**src/rtl/bcd_counter_disp.sv**
```systemverilog
// Purpose : multi-digit BCD up/down counter with prescaler, parallel load,
//           terminal-count pulse and per-digit active-low 7-segment decode.
// Latency : count/tc update on the tick edge; hex is combinational from count.
// Backpressure: none; the counter advances whenever a tick occurs.
//
// Ports:
//   clk, rst       clock and synchronous active-high reset
//   en             gates both the prescaler and count ticks
//   up_dn          1 = count up, 0 = count down
//   load, load_val parallel load (digits >9 load as 0), wins over a tick
//   blank_lz       blank leading zero digits (digit 0 always lit)
//   count          registered BCD value, digit i at [4i+3:4i]
//   hex            active-low segments, digit i at [7i+6:7i], bit0 = seg a
//   tc             one-cycle pulse coincident with the wrapped count value
module bcd_counter_disp #(
  parameter int DIGITS   = 4,
  parameter int PRESCALE = 50000000
) (
  input  logic                  clk,
  input  logic                  rst,
  input  logic                  en,
  input  logic                  up_dn,
  input  logic                  load,
  input  logic [4*DIGITS-1:0]   load_val,
  input  logic                  blank_lz,
  output logic [4*DIGITS-1:0]   count,
  output logic [7*DIGITS-1:0]   hex,
  output logic                  tc
);

  localparam int             PW       = (PRESCALE > 1) ? $clog2(PRESCALE) : 1;
  localparam logic [PW-1:0]  PRE_LAST = PW'(PRESCALE - 1);

  logic [PW-1:0]       pre;
  logic                tick;
  logic [4*DIGITS-1:0] cnt_step;
  logic [4*DIGITS-1:0] cnt_load;
  logic                wrap;
  logic [DIGITS-1:0]   blank;

  assign tick = en && (pre == PRE_LAST);

  // Ripple carry/borrow across digits in one cycle. The carry entering the
  // loop is the tick itself; if it survives every digit the counter wrapped.
  always_comb begin : step_logic
    logic       carry;
    logic [3:0] d;
    cnt_step = count;
    carry    = 1'b1;
    d        = 4'd0;
    for (int i = 0; i < DIGITS; i++) begin
      d = count[4*i +: 4];
      if (carry) begin
        if (up_dn) begin
          if (d == 4'd9) begin
            cnt_step[4*i +: 4] = 4'd0;
          end else begin
            cnt_step[4*i +: 4] = d + 4'd1;
            carry = 1'b0;
          end
        end else begin
          if (d == 4'd0) begin
            cnt_step[4*i +: 4] = 4'd9;
          end else begin
            cnt_step[4*i +: 4] = d - 4'd1;
            carry = 1'b0;
          end
        end
      end
    end
    wrap = carry;
  end

  // Non-BCD load digits are forced to 0 so count only ever holds 0..9.
  always_comb begin : load_logic
    logic [3:0] d;
    d = 4'd0;
    cnt_load = '0;
    for (int i = 0; i < DIGITS; i++) begin
      d = load_val[4*i +: 4];
      cnt_load[4*i +: 4] = (d > 4'd9) ? 4'd0 : d;
    end
  end

  always_ff @(posedge clk) begin
    if (rst) begin
      count <= '0;
      pre   <= '0;
      tc    <= 1'b0;
    end else if (load) begin
      count <= cnt_load;
      pre   <= '0;
      tc    <= 1'b0;
    end else begin
      tc <= tick && wrap;
      if (tick) begin
        count <= cnt_step;
        pre   <= '0;
      end else if (en) begin
        pre <= pre + 1'b1;
      end
    end
  end

  // Walk from the most significant digit down, tracking whether every digit
  // seen so far is zero.
  always_comb begin : blank_logic
    logic zero_above;
    logic dz;
    zero_above = 1'b1;
    dz         = 1'b0;
    blank      = '0;
    for (int i = DIGITS - 1; i >= 0; i--) begin
      dz         = (count[4*i +: 4] == 4'd0);
      blank[i]   = blank_lz && zero_above && dz && (i != 0);
      zero_above = zero_above && dz;
    end
  end

  function automatic logic [6:0] seg7(input logic [3:0] d);
    case (d)
      4'd0:    seg7 = 7'b1000000;
      4'd1:    seg7 = 7'b1111001;
      4'd2:    seg7 = 7'b0100100;
      4'd3:    seg7 = 7'b0110000;
      4'd4:    seg7 = 7'b0011001;
      4'd5:    seg7 = 7'b0010010;
      4'd6:    seg7 = 7'b0000010;
      4'd7:    seg7 = 7'b1111000;
      4'd8:    seg7 = 7'b0000000;
      4'd9:    seg7 = 7'b0010000;
      default: seg7 = 7'b1111111;
    endcase
  endfunction

  always_comb begin
    hex = '0;
    for (int i = 0; i < DIGITS; i++) begin
      hex[7*i +: 7] = blank[i] ? 7'b1111111 : seg7(count[4*i +: 4]);
    end
  end

endmodule

```
**config.mk**
```make
export PLATFORM = sky130hd
export DESIGN_NAME = bcd_counter_disp
export DESIGN_NICKNAME = d
export VERILOG_FILES = /design/src/rtl/bcd_counter_disp.sv
export SDC_FILE = /design/constraint.sdc
export NUM_CORES = 1
export LEC_CHECK = 0
export ABC_AREA = 0
export BUFFER_PORTS_ARGS = -buffer_cell sky130_fd_sc_hd__buf_4
export CAP_MARGIN = 20
export CORE_MARGIN = 5
export CORE_UTILIZATION = 36
export CTS_BUF_LIST = sky130_fd_sc_hd__clkbuf_8
export DETAILED_ROUTE_END_ITERATION = 8
export GPL_ROUTABILITY_DRIVEN = 0
export PLACE_DENSITY_LB_ADDON = 0.3
export SYNTH_ARGS = -nofsm -noshare
export SYNTH_HDL_FRONTEND = slang
export SYNTH_SLANG_ARGS = --single-unit
```
**constraint.sdc**
```tcl
create_clock -name clk -period 9.7 [get_ports clk]
set_input_delay 1.94 -clock clk [delete_from_list [all_inputs] [get_ports clk]]
set_output_delay 1.94 -clock clk [all_outputs]
set_load 0.01 [all_outputs]
```
Word level (Yosys, flattened, before mapping)
Memory sizes are Yosys's and may differ from the RTL's. A register that Yosys moved wholly into a read port is not among the register bits.
Index checks and enable logic that the tools add are counted.
- register bits: 43
- bits in read-only memories: 448
- input bits: 22
- output and inout port bits: 45
- word-level logic and storage cells: 95
- memories kept: 4
- add/subtract/negate cells: 9
- magnitude comparators: 4
- equality and inequality tests: 5
- multiplexer cells: 47
- reduce and logical (&&, ||, !) cells: 20
- memories (name ; depth ; bits a word ; read ports ; clocked after memory_dff ; wr ports ; line ; source):
    (name not given) ; 16 ; 7 ; 1 ; 1 ; 0 ; 121 ; case (d)
    (name not given) ; 16 ; 7 ; 1 ; 1 ; 0 ; 121 ;
    (name not given) ; 16 ; 7 ; 1 ; 1 ; 0 ; 121 ;
    (name not given) ; 16 ; 7 ; 1 ; 1 ; 0 ; 121 ;
- operators by type and width (cell ; count):
    two-way mux 4 bit ; 27
    two-way mux 16 bit ; 2
    adder 26 x 1 -> 26 bit, second input constant ; 1
    equality test 26 bit, second input constant ; 1
    two-way mux 7 bit ; 3
    adder 4 x 1 -> 4 bit, second input constant ; 4
    equality test 4 bit, second input constant ; 4
    greater-than comparator 4 bit, second input constant ; 4
    zero test 4 bit ; 4
    subtractor 4 x 1 -> 4 bit, second input constant ; 4
    two-way mux 1 bit ; 15
    nonzero test 2 bit ; 4
    logical AND 1 bit ; 7
    AND reduction 2 bit ; 3
    OR reduction 3 bit ; 1
    OR reduction 2 bit ; 1

Longest topological paths before layout
- word-level depth: 10
- mapped depth: 14
- mapped depth without buffers: 13

Worst setup path before layout
Ideal clock, no wire load.
- path kind: in2out
- from: input blank_lz
- to: output hex[10]
- arrival: 3.058 ns
- required time: 7.760 ns
- path slack: 4.702 ns
- stages: 4
- buffers on the path: 0
- path through: and3_1 nand3_1 or3b_2 nand2b_1
- cells in the longest elaborated chain, start to end: 3
- RTL lines (element ; line ; source):
    from (decl) ; 25 ; input logic blank_lz,
    logical AND 1 bit (2 in a row) ; 115 ; blank[i] = blank_lz && zero_above && dz && (i != 0);
    two-way mux 7 bit ; 139 ; hex[7*i +: 7] = blank[i] ? 7'b1111111 : seg7(count[4*i +: 4]);
    to (decl) ; 27 ; output logic [7*DIGITS-1:0] hex,
Every way passes these cells.

Worst setup path in the final report
- from: input blank_lz
- to: output hex[8]
Same word-level chain as after synthesis.

==> flow_summary.json <==
{
  "cts_root_buf": "clkbuf_8",
  "cts_resized": 0,
  "end_kind": "output port",
  "cp_slowest_cell": "or3b_2",
  "rows": 41,
  "areaGrowthSynthToFinish_pct": 17.6,
  "final_nets": 661,
  "arrival_ns": 3.56,
  "hold_viol_final": 0,
  "antenna_found_initial": 0,
  "yosysTopAreaCellShare_pct": 31.3,
  "clock-skew-final_ns": 0.00673,
  "vias_per_cell": 5.27,
  "p_leak_nw": 2.20,
  "path_max_fanout": 8,
  "period_needed_ns": 5.50,
  "wl_per_cell_um": 13.6,
  "ios": 67,
  "cts_buffer_depth": 2,
  "start_util_pct": 36.3,
  "synth_enable_flop_cells": 0,
  "grt_use_total_pct": 14.1,
  "final_max_slew_viol_count": 0,
  "fin_crit_sh_pct": 56.7,
  "rr_worst_depth": 12,
  "critical-path-top-delay-family": "simple AND/OR/NAND/NOR gates",
  "syn_area_per_cell_um2": 8.18,
  "max_freq_mhz": 182,
  "irDropWorstVdd_v": 0.0000506,
  "setup_tns_ns": 0,
  "worstSkewPairLatency_ns": 0.35,
  "gr-total-overflow": 0,
  "critPathBufInv": 2,
  "setup_viol": 0,
  "core_um2": 12500,
  "grt_pass1_wl_um": 17300,
  "async_flop_share_pct": 0,
  "grt_max_degree": 43,
  "cpMostUsedCell": "buf_4",
  "r2r_slack_ns": 5.86,
  "yosys.cell_types.count": 70,
  "clock-sinks": 71,
  "seq_area_frac_synth_pct": 31.3,
  "rsz0062_at_grt": "no",
  "syn_nets": 611,
  "drtIter0Drc": 241,
  "fill_cells": 1295,
  "synth_warnings": 0,
  "post-route-drc-count": 0,
  "yosys-top-cells-area": "dfxtp_1 31%, ha_1 9.1%, nor2_1 4.9%, a21oi_1 4.1%, nand2b_1 3.4%",
  "clk_pin_slew_ns": 0.07,
  "htreeDepth": 3,
  "portBuffers": 66,
  "status": "finished, final reports clean",
  "worstHoldPathType": "reg2reg",
  "yosys.area.top_type": "dfxtp_1",
  "max_slew_margin_pct": 29.7,
  "die_y_um": 122,
  "hold_start": "pre[4]",
  "tightest_slew_ns": 1.04,
  "syn-cell-area_um2": 4550,
  "netlist_instances": 556,
  "hold_buffers": 0,
  "whs_path_depth": 2,
  "reg2reg_from": "count[0]",
  "synth_seq_cells": 71,
  "vias": 4123,
  "die_x_um": 122,
  "dieArea_um2": 15000,
  "cts_buffers": 9,
  "holdPathEnd": "pre[4]",
  "tritoncts": "done",
  "num_antenna_cells": 0,
  "powerDensity_nw_per_um2": 144,
  "path_class": "in2out",
  "cp.required_ns": 7.76,
  "synth-main-ff-cell": "dfxtp_1",
  "antenna_left": 0,
  "drive_gt1_share_pct": 17.9,
  "dpl.hpwl_um": 7960,
  "worstSetupStartpointType": "input pin",
  "cap_violations": 0,
  "grt_pass1_vias": 3865,
  "path_cells": "buf_4 > and3_1 > nand3_1 > or3b_2 > nand2b_1 > buf_4",
  "totalPowerFinal_w": 0.000771,
  "cts_setup_buffers": 0,
  "max_stage_delay_ns": 0.66,
  "wl_um": 10600,
  "dr.pass1.iters": 5
}
[cells in the mapped netlist, drive strengths merged (4+ instances only)]
cell type and instances:
xnor2 13, ha 33, a21oi 39, nand3 16, a2bb2oi 5, or2 9
mux2i 12, nor2b 5, o22ai 4, buf 10, nor3 14, nor4 9
inv 36, dfxtp 71, nand2 33, or3 6, clkbuf 17, a211oi 9
nand4 6, a31oi 7, o31ai 6, xor2 12, nor2 60, o21ai 24
and3 4, and4 5, nand3b 4, nand2b 25
[worst max path at each step]
stage,cells after the start,startpoint,to
3_3_place_gp,6,blank_lz,hex[8]
3_5_place_dp,6,blank_lz,hex[9]
5_1_grt,6,blank_lz,hex[13]
4_1_cts,6,blank_lz,hex[8]
2_1_floorplan,4,blank_lz,hex[10]
6_report,6,blank_lz,hex[8]
[cell usage in the layout, fill, tap and decap left out, types with 4 or more instances in the layout]
| master | n |
|---|---|
| a31oi_1 | 7 |
| or2_2 | 9 |
| nand3b_1 | 4 |
| dfxtp_1 | 71 |
| inv_1 | 37 |
| and4_1 | 5 |
| xor2_1 | 12 |
| or3_1 | 6 |
| o31ai_1 | 6 |
| o21ai_0 | 23 |
| xnor2_1 | 13 |
| nand2_1 | 33 |
| a21oi_1 | 37 |
| nand2b_1 | 25 |
| and3_1 | 4 |
| nor4_1 | 8 |
| buf_4 | 66 |
| clkbuf_8 | 10 |
| a211oi_1 | 8 |
| mux2i_1 | 12 |
| nand3_1 | 16 |
| nor2_1 | 59 |
| ha_1 | 33 |
| nor3_1 | 14 |
| a2bb2oi_1 | 5 |
| nor2b_1 | 5 |
| o22ai_1 | 4 |
| nand4_1 | 5 |
[where the power goes]
part	internal (W)	switching (W)
clock network	0.000149	0.000109
registers	0.000312	0.0000149
logic	0.0000891	0.0000976
total	0.000550	0.000221
[routing by layer]
metal	vias to the layer above	share of wire (%)	GRT usage (%)
met5	-	0	0
met4	0	1.8	5.74
met3	15	4.6	3.27
met2	85	49	24.4
met1	1946	45	16.9
li1	2077	-	-
[tightest hold or removal path: cells and delay by family, from the launching register on]
| family | cells | cell delay, ns |
|---|---|---|
| DFF | 1 | 0.33 |
| and+or+nand+nor | 1 | 0.06 |
| AOI/OAI and AO/OA | 1 | 0.05 |
[stage by stage]
stage               cells  worst slack, ns  utilization, %  instance area (um^2)  hold WS (ns)
floorplan             556             4.70               -                  4550         0.447
global placement      767             4.18            41.1                  5140         0.466
detailed placement    767             4.12            41.1                  5140         0.487
CTS                   782             4.11            42.7                  5350         0.498
global route          782             4.00            42.7                  5350         0.532
finish                782             4.20            42.7                  5350         0.491
[area by class of cell]
cell class                 count  area (um^2)  share of cell area, %
tap                          172          215                   4.02
clock buffer                  10          138                   2.57
multi-input combinational    422         2870                   53.7
sequential                    71         1420                   26.6
timing repair buffer          66          495                   9.26
clock inverter                 5         73.8                   1.38
inverter                      36          135                   2.53
[cells by family (layout without fill, tap and decap cells)]
logic type               Yosys count  in the layout  share of synthesized area [%]
adder cells (fa/ha/maj)           33             33                           9.08
AND/OR/NAND/NOR                  215            215                           25.4
buffers and inverters             63            117                           5.61
multiplexers                      15             15                           3.38
flip-flops                        71             71                           31.3
XOR/XNOR                          25             25                           4.81
AO/OA/AOI/OAI                    134            134                           20.4
Power figures use the tool's default switching activity.
